[src/rtl/icache_refill_ctrl_if.sv]
// Beat-read and cache line-write port bundle for icache_refill_ctrl.
// master = refill controller, slave = instruction memory / cache array side.
interface icache_refill_ctrl_if;
  logic         mem_req;
  logic [31:0]  mem_addr;
  logic         mem_ack;
  logic [31:0]  mem_rdata;
  logic         line_we;
  logic [31:0]  line_addr;
  logic [127:0] line_data;
  logic         fill_done;

  modport master (
    output mem_req, mem_addr, line_we, line_addr, line_data, fill_done,
    input  mem_ack, mem_rdata
  );

  modport slave (
    input  mem_req, mem_addr, line_we, line_addr, line_data, fill_done,
    output mem_ack, mem_rdata
  );
endinterface

[src/rtl/icache_refill_ctrl.sv]
// Instruction-cache miss/refill sequencer: stalls fetch, reads a 128-bit line as 4 beats, writes it in one cycle.
// Optional critical-word-first ordering and forwarding: define CRITICAL_WORD_FIRST_EN.
module icache_refill_ctrl #(
  parameter int LINE_WORDS  = 4,
  parameter int TIMEOUT_CYC = 255
) (
  input  logic                 clk,
  input  logic                 rst_n,
  input  logic                 miss,
  input  logic [31:0]          miss_addr,
  output logic                 stall,
  output logic                 busy,
  output logic                 err,
  output logic                 crit_valid,
  output logic [31:0]          crit_data,
  icache_refill_ctrl_if.master bus
);

  localparam int TW = (TIMEOUT_CYC > 1) ? $clog2(TIMEOUT_CYC + 1) : 1;
  localparam logic [TW-1:0] TO_LIM = TW'(TIMEOUT_CYC);

  typedef enum logic [1:0] {IDLE, REQ, WRITE, ERR} state_t;

  state_t         state_r;
  logic [1:0]     beat_r;
  logic [TW-1:0]  tcnt_r;
  logic [27:0]    base_r;
  logic [127:0]   words_r;
  logic           mem_req_r;
  logic [31:0]    mem_addr_r;
  logic           line_we_r;
  logic [31:0]    line_addr_r;
  logic [127:0]   line_data_r;
  logic           busy_r;
  logic           err_r;

  logic           ack_s;
  logic           last_s;
  logic           timeout_s;
  logic [TW-1:0]  tnext_s;
  logic [1:0]     start_s;
  logic [1:0]     last_beat_s;
  logic [127:0]   line_next_s;
  logic           unused_addr_s;

`ifdef CRITICAL_WORD_FIRST_EN
  logic [1:0] w0_r;
  logic       first_r;
  assign start_s     = miss_addr[3:2];
  assign last_beat_s = w0_r - 2'd1;
  assign crit_valid  = first_r & ack_s;
  assign crit_data   = crit_valid ? bus.mem_rdata : 32'h0000_0000;
`else
  assign start_s     = 2'd0;
  assign last_beat_s = 2'(LINE_WORDS - 1);
  assign crit_valid  = 1'b0;
  assign crit_data   = 32'h0000_0000;
`endif

  assign unused_addr_s = ^miss_addr[3:0];

  assign ack_s     = mem_req_r & bus.mem_ack;
  assign last_s    = (beat_r == last_beat_s);
  assign tnext_s   = tcnt_r + {{(TW-1){1'b0}}, 1'b1};
  assign timeout_s = (TIMEOUT_CYC != 0) && (tnext_s == TO_LIM);

  // Stall must react to a miss in the same cycle, so only IDLE passes miss through.
  assign stall         = (state_r == IDLE) ? miss : 1'b1;
  assign busy          = busy_r;
  assign err           = err_r;
  assign bus.mem_req   = mem_req_r;
  assign bus.mem_addr  = mem_addr_r;
  assign bus.line_we   = line_we_r;
  assign bus.fill_done = line_we_r;
  assign bus.line_addr = line_addr_r;
  assign bus.line_data = line_data_r;

  // Line image including the beat arriving this cycle.
  always_comb begin
    line_next_s = words_r;
    line_next_s[32*beat_r +: 32] = bus.mem_rdata;
  end

  // Refill sequencer with registered outputs.
  always_ff @(posedge clk or negedge rst_n) begin
    if (!rst_n) begin
      state_r     <= IDLE;
      beat_r      <= 2'd0;
      tcnt_r      <= '0;
      base_r      <= 28'h0;
      words_r     <= 128'h0;
      mem_req_r   <= 1'b0;
      mem_addr_r  <= 32'h0;
      line_we_r   <= 1'b0;
      line_addr_r <= 32'h0;
      line_data_r <= 128'h0;
      busy_r      <= 1'b0;
      err_r       <= 1'b0;
`ifdef CRITICAL_WORD_FIRST_EN
      w0_r        <= 2'd0;
      first_r     <= 1'b0;
`endif
    end else begin
      case (state_r)
        IDLE: begin
          if (miss) begin
            base_r     <= miss_addr[31:4];
            beat_r     <= start_s;
            tcnt_r     <= '0;
            mem_req_r  <= 1'b1;
            mem_addr_r <= {miss_addr[31:4], start_s, 2'b00};
            busy_r     <= 1'b1;
            state_r    <= REQ;
`ifdef CRITICAL_WORD_FIRST_EN
            w0_r       <= start_s;
            first_r    <= 1'b1;
`endif
          end
        end
        REQ: begin
          if (ack_s) begin
            words_r[32*beat_r +: 32] <= bus.mem_rdata;
            tcnt_r <= '0;
`ifdef CRITICAL_WORD_FIRST_EN
            first_r <= 1'b0;
`endif
            if (last_s) begin
              mem_req_r   <= 1'b0;
              line_we_r   <= 1'b1;
              line_addr_r <= {base_r, 4'h0};
              line_data_r <= line_next_s;
              state_r     <= WRITE;
            end else begin
              beat_r     <= beat_r + 2'd1;
              mem_addr_r <= {base_r, beat_r + 2'd1, 2'b00};
            end
          end else if (timeout_s) begin
            tcnt_r    <= tnext_s;
            mem_req_r <= 1'b0;
            err_r     <= 1'b1;
            state_r   <= ERR;
          end else begin
            tcnt_r <= tnext_s;
          end
        end
        WRITE: begin
          line_we_r <= 1'b0;
          busy_r    <= 1'b0;
          state_r   <= IDLE;
        end
        ERR: begin
          state_r <= ERR;
        end
        default: begin
          state_r <= IDLE;
        end
      endcase
    end
  end

endmodule

[src/flat_wrapper.sv]
// flat-port wrapper written by rule: the top's interface ports become plain ports
module icache_refill_ctrl_flat 
#(
  parameter int LINE_WORDS  = 4,
  parameter int TIMEOUT_CYC = 255
)
  (clk, rst_n, miss, miss_addr, stall, busy, err, crit_valid, crit_data, bus_mem_req, bus_mem_addr, bus_line_we, bus_line_addr, bus_line_data, bus_fill_done, bus_mem_ack, bus_mem_rdata);
  icache_refill_ctrl_if bus_i ();
  input  logic clk;
  input  logic rst_n;
  input  logic miss;
  input  logic [31:0] miss_addr;
  output logic stall;
  output logic busy;
  output logic err;
  output logic crit_valid;
  output logic [31:0] crit_data;
  output wire logic [$bits(bus_i.mem_req)-1:0] bus_mem_req;
  output wire logic [$bits(bus_i.mem_addr)-1:0] bus_mem_addr;
  output wire logic [$bits(bus_i.line_we)-1:0] bus_line_we;
  output wire logic [$bits(bus_i.line_addr)-1:0] bus_line_addr;
  output wire logic [$bits(bus_i.line_data)-1:0] bus_line_data;
  output wire logic [$bits(bus_i.fill_done)-1:0] bus_fill_done;
  input wire logic [$bits(bus_i.mem_ack)-1:0] bus_mem_ack;
  input wire logic [$bits(bus_i.mem_rdata)-1:0] bus_mem_rdata;
  assign bus_mem_req = bus_i.mem_req;
  assign bus_mem_addr = bus_i.mem_addr;
  assign bus_line_we = bus_i.line_we;
  assign bus_line_addr = bus_i.line_addr;
  assign bus_line_data = bus_i.line_data;
  assign bus_fill_done = bus_i.fill_done;
  assign bus_i.mem_ack = bus_mem_ack;
  assign bus_i.mem_rdata = bus_mem_rdata;
  icache_refill_ctrl #(.LINE_WORDS(LINE_WORDS), .TIMEOUT_CYC(TIMEOUT_CYC)) u_core (.clk(clk), .rst_n(rst_n), .miss(miss), .miss_addr(miss_addr), .stall(stall), .busy(busy), .err(err), .crit_valid(crit_valid), .crit_data(crit_data), .bus(bus_i));
endmodule
[config.mk]
export PLATFORM = sky130hd
export DESIGN_NAME = icache_refill_ctrl_flat
export DESIGN_NICKNAME = d
export VERILOG_FILES = /design/src/rtl/icache_refill_ctrl_if.sv /design/src/rtl/icache_refill_ctrl.sv /design/src/flat_wrapper.sv
export SDC_FILE = /design/constraint.sdc
export NUM_CORES = 1
export LEC_CHECK = 0
export ABC_AREA = 1
export CAP_MARGIN = 20
export CORE_UTILIZATION = 35
export DETAILED_ROUTE_END_ITERATION = 8
export PLACE_DENSITY = 0.61
export SLEW_MARGIN = 20
export SYNTH_ARGS = -nofsm -noshare
export SYNTH_HDL_FRONTEND = slang
export SYNTH_SLANG_ARGS = --single-unit
[constraint.sdc]
create_clock -name clk -period 1.7 [get_ports clk]
set_input_delay 0.255 -clock clk [delete_from_list [all_inputs] [get_ports clk]]
set_output_delay 0.255 -clock clk [all_outputs]
set_load 0.02 [all_outputs]
; Word level (Yosys, flattened, before mapping)
; Index checks and enable logic that the tools add are counted.
[classes]
add_sub_neg = 3
multipliers = 0
n_div = 0
n_lt_le_gt_ge = 0
n_eq_ne = 11
shifts = 2
mux = 27
n_bitwise = 2
n_reduce_logical = 14
[op_table]
columns = cell, n
row1 = $bwmux W128, 1
row2 = $shift A32 B34 Y128 const A, 1
row3 = $shiftx A32 B34 Y128, 1
row4 = $mux W32, 3
row5 = $pmux W32 S2, 1
row6 = $neg A7 Y34, 1
row7 = $mux W8, 2
row8 = $pmux W8 S2, 1
row9 = $mux W2, 7
row10 = $reduce_and A3 Y1, 4
row11 = $add A8 B1 Y8 const B, 1
row12 = $eq A8 B8 Y1 const B, 1
row13 = $pmux W2 S4, 1
row14 = $reduce_and A2 Y1, 4
row15 = $reduce_and A4 Y1, 2
row16 = $mux W1, 7
row17 = $eq A2 B2 Y1 const B, 3
row18 = $pmux W1 S2, 3
row19 = $reduce_bool A2 Y1, 3
row20 = $ne A2 B1 Y1 const B, 2
row21 = $ne A2 B2 Y1 const B, 2
row22 = $pmux W2 S2, 1
row23 = $ne A3 B1 Y1 const B, 1
row24 = $ne A3 B3 Y1 const B, 1
row25 = other kinds (5), 5
[word_totals]
register_bits = 360
latchBits = 0
mem_bits_rw = 0
rom_bits = 0
input_bits = 68
wordCells = 71
memories = 0

; Logic depth before layout (Yosys ltp)
[logic_depth]
word_depth = 5
ltp_mapped = 12
ltp_nobuf = 12

; Worst setup path before layout
; Ideal clock, no wire load.
[synth_timing]
path_type = reg-to-reg
start = reg u_core.beat_r[0]
end = reg u_core.words_r[2]
setup_time_ns = 0.083
arrival_ns = 1.785
required_ns = 1.617
path_slack_ns = -0.168
path_stages_with_launch = 10
n_path_buf = 2
period_less_slack_ns = 1.868
path_cell_list = dfrtp_1 > buf_2 > inv_2 > ha_1 > inv_1 > nand4_1 > buf_2 > o22ai_1 > nand2_1 > o21ai_0
[synth_via]
elab_chain_len = 3
[synth_lines]
columns = element, line
row1 = from (decl), icache_refill_ctrl.sv:25  ; logic [1:0] beat_r;
row2 = from (signal assigned), icache_refill_ctrl.sv:108  ; beat_r <= start_s;
row3 = from (signal assigned), icache_refill_ctrl.sv:134  ; beat_r <= beat_r + 2'd1;
row4 = $neg A7 Y34 (*), icache_refill_ctrl.sv:122  ; words_r[32*beat_r +: 32] <= bus.mem_rdata;
row5 = $shiftx A32 B34 Y128 or $shift A32 B34 Y128 (tied branches), icache_refill_ctrl.sv:122
row6 = $bwmux W128 (*), icache_refill_ctrl.sv:122
row7 = "to (signal, indexed assignment)", icache_refill_ctrl.sv:122
row8 = to (decl), icache_refill_ctrl.sv:28  ; logic [127:0] words_r;
; Mark *: on every way between the ends. The rest lies on a longest branch, timed or not.
; A chain may end at the register's enable or synchronous reset.

; Final worst setup path
[layout_timing]
start = reg u_core.state_r[1]
end = reg u_core.words_r[61]
[layout_via]
elab_chain_len = 2
[layout_lines]
columns = element, line
row1 = from (decl), icache_refill_ctrl.sv:24  ; state_t state_r;
row2 = from (signal assigned), icache_refill_ctrl.sv:87  ; state_r <= IDLE;
row3 = from (signal assigned), icache_refill_ctrl.sv:113  ; state_r <= REQ;
row4 = from (signal assigned), icache_refill_ctrl.sv:132  ; state_r <= WRITE;
row5 = $eq A2 B1 Y1, icache_refill_ctrl.sv:104  ; case (state_r)
row6 = $reduce_and A2 Y1 (no line), -
; Every way passes these cells.

==> results.py <==
metrics = {
    "outcome": {
        "status": "complete, but fails checks",
        "violations": "negative setup slack",
    },
    "worst_setup_path": {
        "cp.required_ns": 2.17,
        "cpMaxStageDelayCell": "dfrtp_1",
        "end_kind": "flop",
        "critPathBufInv": 7,
        "crit_family": "buffers and inverters",
        "r2r-end": "u_core.words_r[61]",
        "r2r_start": "u_core.state_r[1]",
        "worstSetupPathType": "reg -> reg",
        "cp_cell_sequence": "inv_2, buf_6, ha_4, buf_6, inv_4, nor2_4, buf_12, buf_12, clkbuf_16, nand2_1, o21ai_1",
        "r2r_cells": 11,
        "worstSetupStartpointType": "flop",
        "critPathMaxFanout": 9,
        "cp.arrival_ns": 2.33,
        "cp_slowest_stage_delay_ns": 0.40,
        "regToRegSetupSlack_ns": -0.16,
    },
    "yosys": {
        "synth_edf_count": 0,
        "synth_warnings": 0,
        "synth-xor-area-share_pct": 0,
        "postSynthCellCount": 1874,
        "synth_seq_area_share_pct": 56.83,
        "syn_area_mm2": 0.01568,
        "synthAdderAreaFrac_pct": 0.9578,
        "ys.flop_type": "dfrtp_1",
        "synthMuxAreaShare_pct": 0,
        "yosys-top-cells-count": "798 x nand2_1, 356 x dfrtp_1, 184 x inv_1",
        "avgSynthCellArea_um2": 8.365,
        "postSynth.asyncResetShare_pct": 100.0,
        "synthSimpleGateAreaFrac_pct": 21.33,
        "yosys.area.top_type_share_pct": 56.83,
        "synth_top_family_by_area": "simple AND/OR/NAND/NOR gates",
        "synth-seq-cells": 356,
        "post-synth-top-count-cell": "nand2_1",
        "synth_cell_types": 28,
        "synth_compound_area_share_pct": 10.94,
        "synth_top_area_cell": "dfrtp_1",
        "ys_top_cells_by_area": "dfrtp_1 57%, nand2_1 19%, o22ai_1 5.3%",
    },
    "cells_and_area": {
        "drive_gt1_share_pct": 20.91,
        "fill_cells": 3925,
        "register_area_mm2": 0.008910,
        "n_antenna_cell": 0,
        "fin_nets": 2307,
        "fin_util_pct": 52.62,
        "stdcell_area_mm2": 0.02327,
        "syn2layout_area_growth_pct": 48.45,
        "fin_cells": 2845,
        "multi_input_area_mm2": 0.006407,
    },
    "cts": {
        "insertion_delay_ns": 0.56,
        "cts_made_buffers": 39,
        "clockRootBuffer": "clkbuf_16",
        "cts_tree": "done",
        "htreeDepth": 2,
        "clockBufferDepth": 3,
        "cts_sinks": 356,
        "clkTransAtPathRegs_ns": 0.06,
    },
    "die": {
        "start_util_pct": 35.45,
        "die_h_um": 213.6,
        "core_area_mm2": 0.04422,
        "io-pin-count": 299,
        "fp.dieW_um": 213.6,
        "fp-row-count": 77,
        "dieArea_mm2": 0.04564,
    },
    "global_routing": {
        "grt_use_total_pct": 21.65,
        "grt_overflow": 0,
        "grt_pass1_wl_um": 76160,
        "grt_pass1_vias": 13430,
        "antenna_found_initial": 2,
        "grt_max_degree": 65,
    },
    "sta": {
        "min_period_ns": 1.861,
        "fin_skew_ns": 0.01937,
        "period_share_pct": 109.5,
        "setup_viol": 301,
        "max_freq_mhz": 537.4,
        "hold_viol_final": 0,
        "slew_viol_final": 0,
        "worst_slack_ns": -0.1607,
        "rsz0062_at_grt": "true",
    },
    "power_and_ir_drop": {
        "power.density_mw_per_mm2": 1730,
        "power_mw": 40.26,
        "vdd_drop_max_mv": 0.8906,
        "leakage_nw": 11.96,
    },
    "job": {
        "maxCapViolations": 0,
    },
    "routing": {
        "routed_via_density": 5.065,
        "vias": 14410,
        "drt_iter0_drc": 1440,
        "ant_nets": 0,
        "dr.pass1.iters": 5,
        "drc": 0,
        "drt-total-wl_um": 56970,
        "wire_per_inst_um": 20.02,
    },
    "placed_design": {
        "place_area_mm2": 0.01921,
        "port_buffers": 255,
        "place_inst": 2685,
        "place.gp.congestion": 0.8306,
        "dpl.hpwl_um": 31030,
    },
    "min_path": {
        "hp-class": "in -> async",
    },
}
-- what timing repair did --
| action | CTS | global route |
|---|---|---|
| buffers inserted | 17 | 21 |
| hold buffers | 1 | 0 |
| gates cloned | 17 | 49 |
| resized for setup | 266 | 318 |
| pin swaps | 4 | 17 |
| endpoints found under the setup margin | 392 | 327 |
| endpoints found under the hold margin | 227 | 0 |
-- layer usage --
layer	up-vias	GRT usage (%)	part of all wire [%]
met5	-	0	0.035
met4	4	6.798	3.0
met3	114	6.034	9.0
met2	612	34.71	47
met1	7127	28.33	41
li1	6554	-	-
-- power by group --
group	internal, mW	switching [mW]	total (mW)
combinational	7.29	10.5	17.8
clock	5.17	3.60	8.76
sequential	11.8	1.85	13.7
-- worst max-delay path by stage --
stage	cells past startpoint	endpoint	from
2_1_floorplan	9	u_core.words_r[2]	u_core.beat_r[0]
3_3_place_gp	8	u_core.words_r[119]	u_core.beat_r[0]
3_5_place_dp	8	u_core.words_r[118]	u_core.bus.mem_addr[3]
4_1_cts	11	u_core.words_r[87]	u_core.state_r[0]
5_1_grt	12	u_core.bus.line_data[86]	u_core.state_r[1]
6_report	11	u_core.words_r[61]	u_core.state_r[1]
-- worst register-to-register path, cell delays in order, from the launching register on --
cell       delay [ns]
dfrtp_1          0.40
inv_2            0.09
buf_6            0.10
ha_4             0.13
buf_6            0.13
inv_4            0.05
nor2_4           0.23
buf_12           0.21
buf_12           0.16
clkbuf_16        0.16
nand2_1          0.05
o21ai_1          0.09
-- logic make-up after synthesis --
group | count (synthesis)
AO/OA/AOI/OAI | 301
adder cells (fa/ha/maj) | 12
buffers and inverters | 340
flip-flops | 356
other | 1
AND/OR/NAND/NOR | 864
-- per-stage QoR --
stage | hold WS (ns) | setup slack [ns] | setup TNS (ns)
2_1_floorplan | -0.04059 | -0.03513 | -1.465
3_3_place_gp | 0.1862 | -0.1780 | -9.077
3_5_place_dp | 0.1837 | -0.2164 | -18.75
4_1_cts | 0.1842 | -0.1904 | -21.35
5_1_grt | 0.2337 | -0.2280 | -43.00
6_report | 0.2082 | -0.1607 | -21.00
-- area by class of cell --
type | count | area share [%]
inverters | 187 | 3.178
repair inverters | 2 | 0.1721
flip-flops and latches | 356 | 38.29
well taps | 592 | 3.183
repair buffers | 425 | 22.05
clock inverters | 18 | 0.8925
multi-input cells | 1216 | 27.53
clock buffers | 49 | 4.705
-- placed cells by master (no fill, tap or decap), types with 37 or more instances in the layout --
cell and instances:
buf_4 52, o21ai_0 37, clkdlybuf4s50_1 62, dlygate4sd2_1 189
o22ai_2 42, inv_1 175, dfrtp_1 355, nand2_1 708
o21ai_1 73, nand2_2 77, o22ai_1 86, conb_1 39
clkbuf_16 70
-- sequential cells by signal (all words and copies together), names as in the netlist --
register              count
u_core.bus.line_addr     28
u_core.busy               1
u_core.bus.fill_done      1
u_core.bus.mem_req        1
u_core.bus.mem_addr      29
u_core.beat_r             1
u_core.state_r            2
u_core.bus.line_data    128
u_core.err                1
u_core.base_r            28
u_core.tcnt_r             8
u_core.words_r          128
(Power assumes the default switching activity.)
